**src/rtl/multiplier_control_taint_track_nbit.sv**
```systemverilog
// Control FSM for a shift-add sequential multiplier with signed mode, abort
// and a sticky taint bit fed only by the multiplier bits actually examined.
module multiplier_control_taint_track_nbit #(
   parameter int WIDTH = 8,
   parameter int IDX_W = $clog2(WIDTH)
) (
   input  logic             clk,
   input  logic             rst,
   input  logic             start,
   input  logic             start_t,
   input  logic             signed_en,
   input  logic             signed_en_t,
   input  logic             abort,
   input  logic             abort_t,
   input  logic [WIDTH-1:0] multiplierReg,
   input  logic [WIDTH-1:0] multiplierReg_t,
   output logic             busy,
   output logic             productDone,
   output logic             mdld,
   output logic             mrld,
   output logic             rsclear,
   output logic             rsload,
   output logic             rssub,
   output logic             rsshr,
   output logic [IDX_W-1:0] bit_idx,
   output logic             busy_t,
   output logic             productDone_t,
   output logic             mdld_t,
   output logic             mrld_t,
   output logic             rsclear_t,
   output logic             rsload_t,
   output logic             rssub_t,
   output logic             rsshr_t,
   output logic             bit_idx_t
);

   typedef enum logic [2:0] {IDLE, INIT, ADD, SHIFT, DONE} state_t;

   localparam logic [IDX_W-1:0] K_LAST = IDX_W'(WIDTH - 1);

   state_t           state, state_nxt;
   logic [IDX_W-1:0] k, k_nxt, k_inc;
   logic             sgn, sgn_nxt;
   logic             st, st_nxt;

   assign k_inc = k + IDX_W'(1);

   // NOTE: sequential state uses non-blocking assignments so every register
   // samples the pre-edge values of the others.
   always_ff @(posedge clk or negedge rst) begin
      if (!rst) begin
         state <= IDLE;
         k     <= '0;
         sgn   <= 1'b0;
         st    <= 1'b0;
      end else begin
         state <= state_nxt;
         k     <= k_nxt;
         sgn   <= sgn_nxt;
         st    <= st_nxt;
      end
   end

   // NOTE: every variable gets a default before the case so no latch is inferred.
   always_comb begin
      state_nxt = state;
      k_nxt     = k;
      sgn_nxt   = sgn;
      st_nxt    = st | abort_t;   // abort taint counts in every busy cycle
      unique case (state)
         IDLE: begin
            st_nxt = st | start_t;
            if (start) begin
               state_nxt = INIT;
               sgn_nxt   = signed_en;
               st_nxt    = st | start_t | signed_en_t;
            end
         end
         INIT: begin
            k_nxt = '0;
            if (abort) begin
               state_nxt = IDLE;
            end else begin
               st_nxt    = st_nxt | multiplierReg_t[0];
               state_nxt = multiplierReg[0] ? ADD : SHIFT;
            end
         end
         ADD: begin
            if (abort) begin
               state_nxt = IDLE;
               k_nxt     = '0;
            end else begin
               state_nxt = SHIFT;
            end
         end
         SHIFT: begin
            if (abort) begin
               state_nxt = IDLE;
               k_nxt     = '0;
            end else if (k == K_LAST) begin
               state_nxt = DONE;
            end else begin
               k_nxt     = k_inc;
               st_nxt    = st_nxt | multiplierReg_t[k_inc];
               state_nxt = multiplierReg[k_inc] ? ADD : SHIFT;
            end
         end
         DONE: begin
            state_nxt = IDLE;
            k_nxt     = '0;
         end
         default: begin
            state_nxt = IDLE;
            k_nxt     = '0;
         end
      endcase
   end

   always_comb begin
      busy        = (state != IDLE);
      productDone = 1'b0;
      mdld        = 1'b0;
      mrld        = 1'b0;
      rsclear     = 1'b0;
      rsload      = 1'b0;
      rssub       = 1'b0;
      rsshr       = 1'b0;
      unique case (state)
         IDLE: ;
         INIT: begin
            mdld    = 1'b1;
            mrld    = 1'b1;
            rsclear = 1'b1;
         end
         ADD: begin
            // Two's-complement multiplier: the sign bit carries negative weight.
            if (sgn && (k == K_LAST)) rssub = 1'b1;
            else                      rsload = 1'b1;
         end
         SHIFT: rsshr = 1'b1;
         DONE: begin
            rsshr       = 1'b1;
            productDone = 1'b1;
         end
         default: ;
      endcase
   end

   assign bit_idx       = k;
   assign busy_t        = st;
   assign productDone_t = st;
   assign mdld_t        = st;
   assign mrld_t        = st;
   assign rsclear_t     = st;
   assign rsload_t      = st;
   assign rssub_t       = st;
   assign rsshr_t       = st;
   assign bit_idx_t     = st;

endmodule

```
**config.mk**
```make
export PLATFORM = sky130hd
export DESIGN_NAME = multiplier_control_taint_track_nbit
export DESIGN_NICKNAME = d
export VERILOG_FILES = /design/src/rtl/multiplier_control_taint_track_nbit.sv
export SDC_FILE = /design/constraint.sdc
export NUM_CORES = 1
export LEC_CHECK = 0
export ABC_AREA = 1
export BUFFER_PORTS_ARGS = -buffer_cell sky130_fd_sc_hd__clkbuf_2
export CORE_MARGIN = 3
export CORE_UTILIZATION = 45
export DETAILED_ROUTE_END_ITERATION = 6
export PLACE_DENSITY = 0.83
export SLEW_MARGIN = 20
export SYNTH_ARGS = -nofsm -noshare
export SYNTH_HDL_FRONTEND = slang
export SYNTH_SLANG_ARGS = --single-unit
```
**constraint.sdc**
```tcl
create_clock -name clk -period 1.9 [get_ports clk]
set_input_delay 0.19 -clock clk [delete_from_list [all_inputs] [get_ports clk]]
set_output_delay 0.19 -clock clk [all_outputs]
set_load 0.02 [all_outputs]
```
==> metrics.cfg <==
[floorplanning]
pin_count = 44
dieArea_um2 = 2140
rows = 13
initial_core_util_pct = 51.6
core-area_um2 = 1420
die_x_um = 46.3
die_y_um = 46.3

[global_route]
met2_usage_pct = 33.5
grt_pass1_wl_um = 2900
gr-total-overflow = 0
grt-busiest-layer = met2
grt_start_max_net_pins = 13
grt_antenna_before_repair = 0
grt_util_met3_pct = 7.42
grt_pass1_vias = 741
groute.usage.overall_pct = 18.6
met1_usage_pct = 21.6

[timing]
fin_setup_tns_ns = 0
fin_crit_sh_pct = 84.7
finalHoldViolCount = 0
fin_worst_skew_ns = 0.0120
setup_viol = 0
rsz0062_at_grt = false
worst_pin_slew_ns = 0.274
max_freq_mhz = 621
drv_slew = 0
relSlewSlack_pct = 81.8
period_minus_slack_ns = 1.61

[synth]
syn_area_per_cell_um2 = 6.35
synth_nets = 141
synth.cell_area_um2 = 731
synth_cells = 115
synth_seq_cells = 8
yosys_warnings = 0
yosysSeqAreaShare_pct = 27.4
yosysUniqueCellTypes = 20

[route]
drt-vias-per-instance = 5.04
vias = 841
first_pass_iters = 4
routed_wl_um = 1780
drt_iter0_markers = 26
drc_errors = 0
wire_per_inst_um = 10.6
antenna_left = 0

[setup_path]
arrival_ns = 1.42
worstPathRequired_ns = 1.71
slowest_delay_ns = 0.36
path_max_fanout = 3
end_kind = output port
path_common_cell = ha_1
path_cells = ha_1 -> ha_1 -> inv_1 -> nor3_1 -> clkbuf_2
crit_type = register to output port
start_kind = register
crit_slowest_cell = dfrtp_1

[cells_and_area]
antenna_cells = 0
final_nets = 180
drive_gt1_share_pct = 38.8
fillCellCount = 136
area_delta_synth_final_pct = 26.5

[clocking]
post_cts_resized = 0
cts.sinks = 8
clk_latency_ns = 0.26
clkTransAtPathRegs_ns = 0.05
clk_path_buf_depth = 2
clockRootBuffer = clkbuf_4
cts_made_buffers = 3
tritoncts = done
cts_max_level = 1

[power_and_ir_drop]
p_total_w = 0.00127
power_leakage_nw = 0.549
pwr_density_cell_nw_per_um2 = 1380
ir_drop_mv = 0.878

[placement]
hpwlAfterDp_um = 1530
port_buffers = 43
place_congestion = 0.889

[run]
cap_violations = 0

[hold_path]
hp-class = input pin to register

[status]
outcome = finished clean

## power breakdown
part	internal (W)	total, W	leakage (nW)	switching, W
Sequential	0.000221	0.000277	0.102	0.0000559
Combinational	0.000289	0.000868	0.433	0.000579
Clock	0.0000722	0.000128	0.0138	0.0000561
Total	0.000582	0.00127	0.549	0.000691
## routing by layer
layer | wire (µm) | part of all wire (%) | up-vias
li1 | - | - | 431
met1 | 677 | 38 | 367
met2 | 916 | 52 | 43
met3 | 183 | 10 | 0
met4 | 0 | 0 | 0
met5 | 0 | 0 | -
## state kept, by name, summed over array words and instances (netlist names)
name / count
bit_idx: 3
state: 3
bit_idx_t: 1
sgn: 1
## logic make-up after synthesis
| kind of cell | share of synthesized area, % |
|---|---|
| AND/OR/NAND/NOR | 43.5 |
| buffers and inverters | 18.8 |
| AO/OA/AOI/OAI | 6.85 |
| flip-flops | 27.4 |
| adder cells (fa/ha/maj) | 3.42 |
## per-stage QoR
step | worst slack, ns | cell area [µm²] | cells | util [%] | hold slack (ns)
after floorplan | 0.306 | 731 | 115 | - | -0.106
after global placement | 0.530 | 892 | 163 | 63.0 | 0.0471
after detailed placement | 0.521 | 892 | 163 | 63.0 | 0.0485
after CTS | 0.284 | 925 | 167 | 65.3 | 0.217
after global routing | 0.186 | 925 | 167 | 65.3 | 0.262
final | 0.291 | 925 | 167 | 65.3 | 0.219
## worst paths after layout
kind | from | to | slack, ns | depth (start not counted)
max | bit_idx[1] | rssub | 0.29 | 5
min | signed_en | sgn | 0.22 | 3
max reg2reg | bit_idx[1] | bit_idx[1] | 0.52 | 6
min reg2reg | sgn | sgn | 0.54 | 2
max in group asynchronous | rst | bit_idx[0] | 1.40 | 2
min in group asynchronous | rst | state[2] | 0.31 | 2
## cells in the mapped netlist
library cell  count  area [µm²]
inv_1            12        45.0
clkinv_2          1        5.00
or2_2             2        12.5
o21ai_0           6        30.0
nand2_2           2        12.5
or2_0             1        6.26
nor2_4            1        11.3
nand2_1          32         120
nor2_2            2        12.5
nor2_1           11        41.3
buf_4            10        75.1
and3_1            1        6.26
dfrtp_1           8         200
buf_2             1        5.00
a21oi_1           4        20.0
inv_2             2        7.51
nor3_2            2        20.0
nand3_1          14        70.1
ha_1              2        25.0
nor3_1            1        5.00
## layout by cell type, fill, tap and decap left out
master and count:
ha_1 2, nor2_1 11, nand2_1 32, nor2_2 2, clkbuf_2 43, clkinv_2 1, o21ai_0 6, buf_4 1
dlygate4sd3_1 1, and3_1 1, clkbuf_4 3, a21oi_1 4, or2_2 2, nand2_2 2, or2_0 1, nor3_2 2
inv_1 12, nor3_1 1, inv_2 2, dfrtp_1 8, nor2_4 1, nand3_1 14
## layout make-up
class,instances,area (µm²),share of cell area (%)
clock buffers,3,22.5,2.44
flip-flops and latches,8,200,21.7
multi-input cells,81,393,42.5
inverters,15,57.6,6.22
repair buffers,45,233,25.2
well taps,15,18.8,2.03
## what timing repair did
| item | in CTS | in global routing |
|---|---|---|
| endpoints found under the setup margin | 0 | 0 |
| hold buffers | 1 | 0 |
| buffers inserted | 0 | 0 |
| endpoints found under the hold margin | 8 | 0 |
## critical path: cells and delay by family, from the launching register on
| family | cells | cell delay [ns] |
|---|---|---|
| buf+inv | 2 | 0.28 |
| flops | 1 | 0.36 |
| simple gates | 1 | 0.18 |
| fa+ha+maj | 2 | 0.35 |
(Power assumes the default switching activity.)
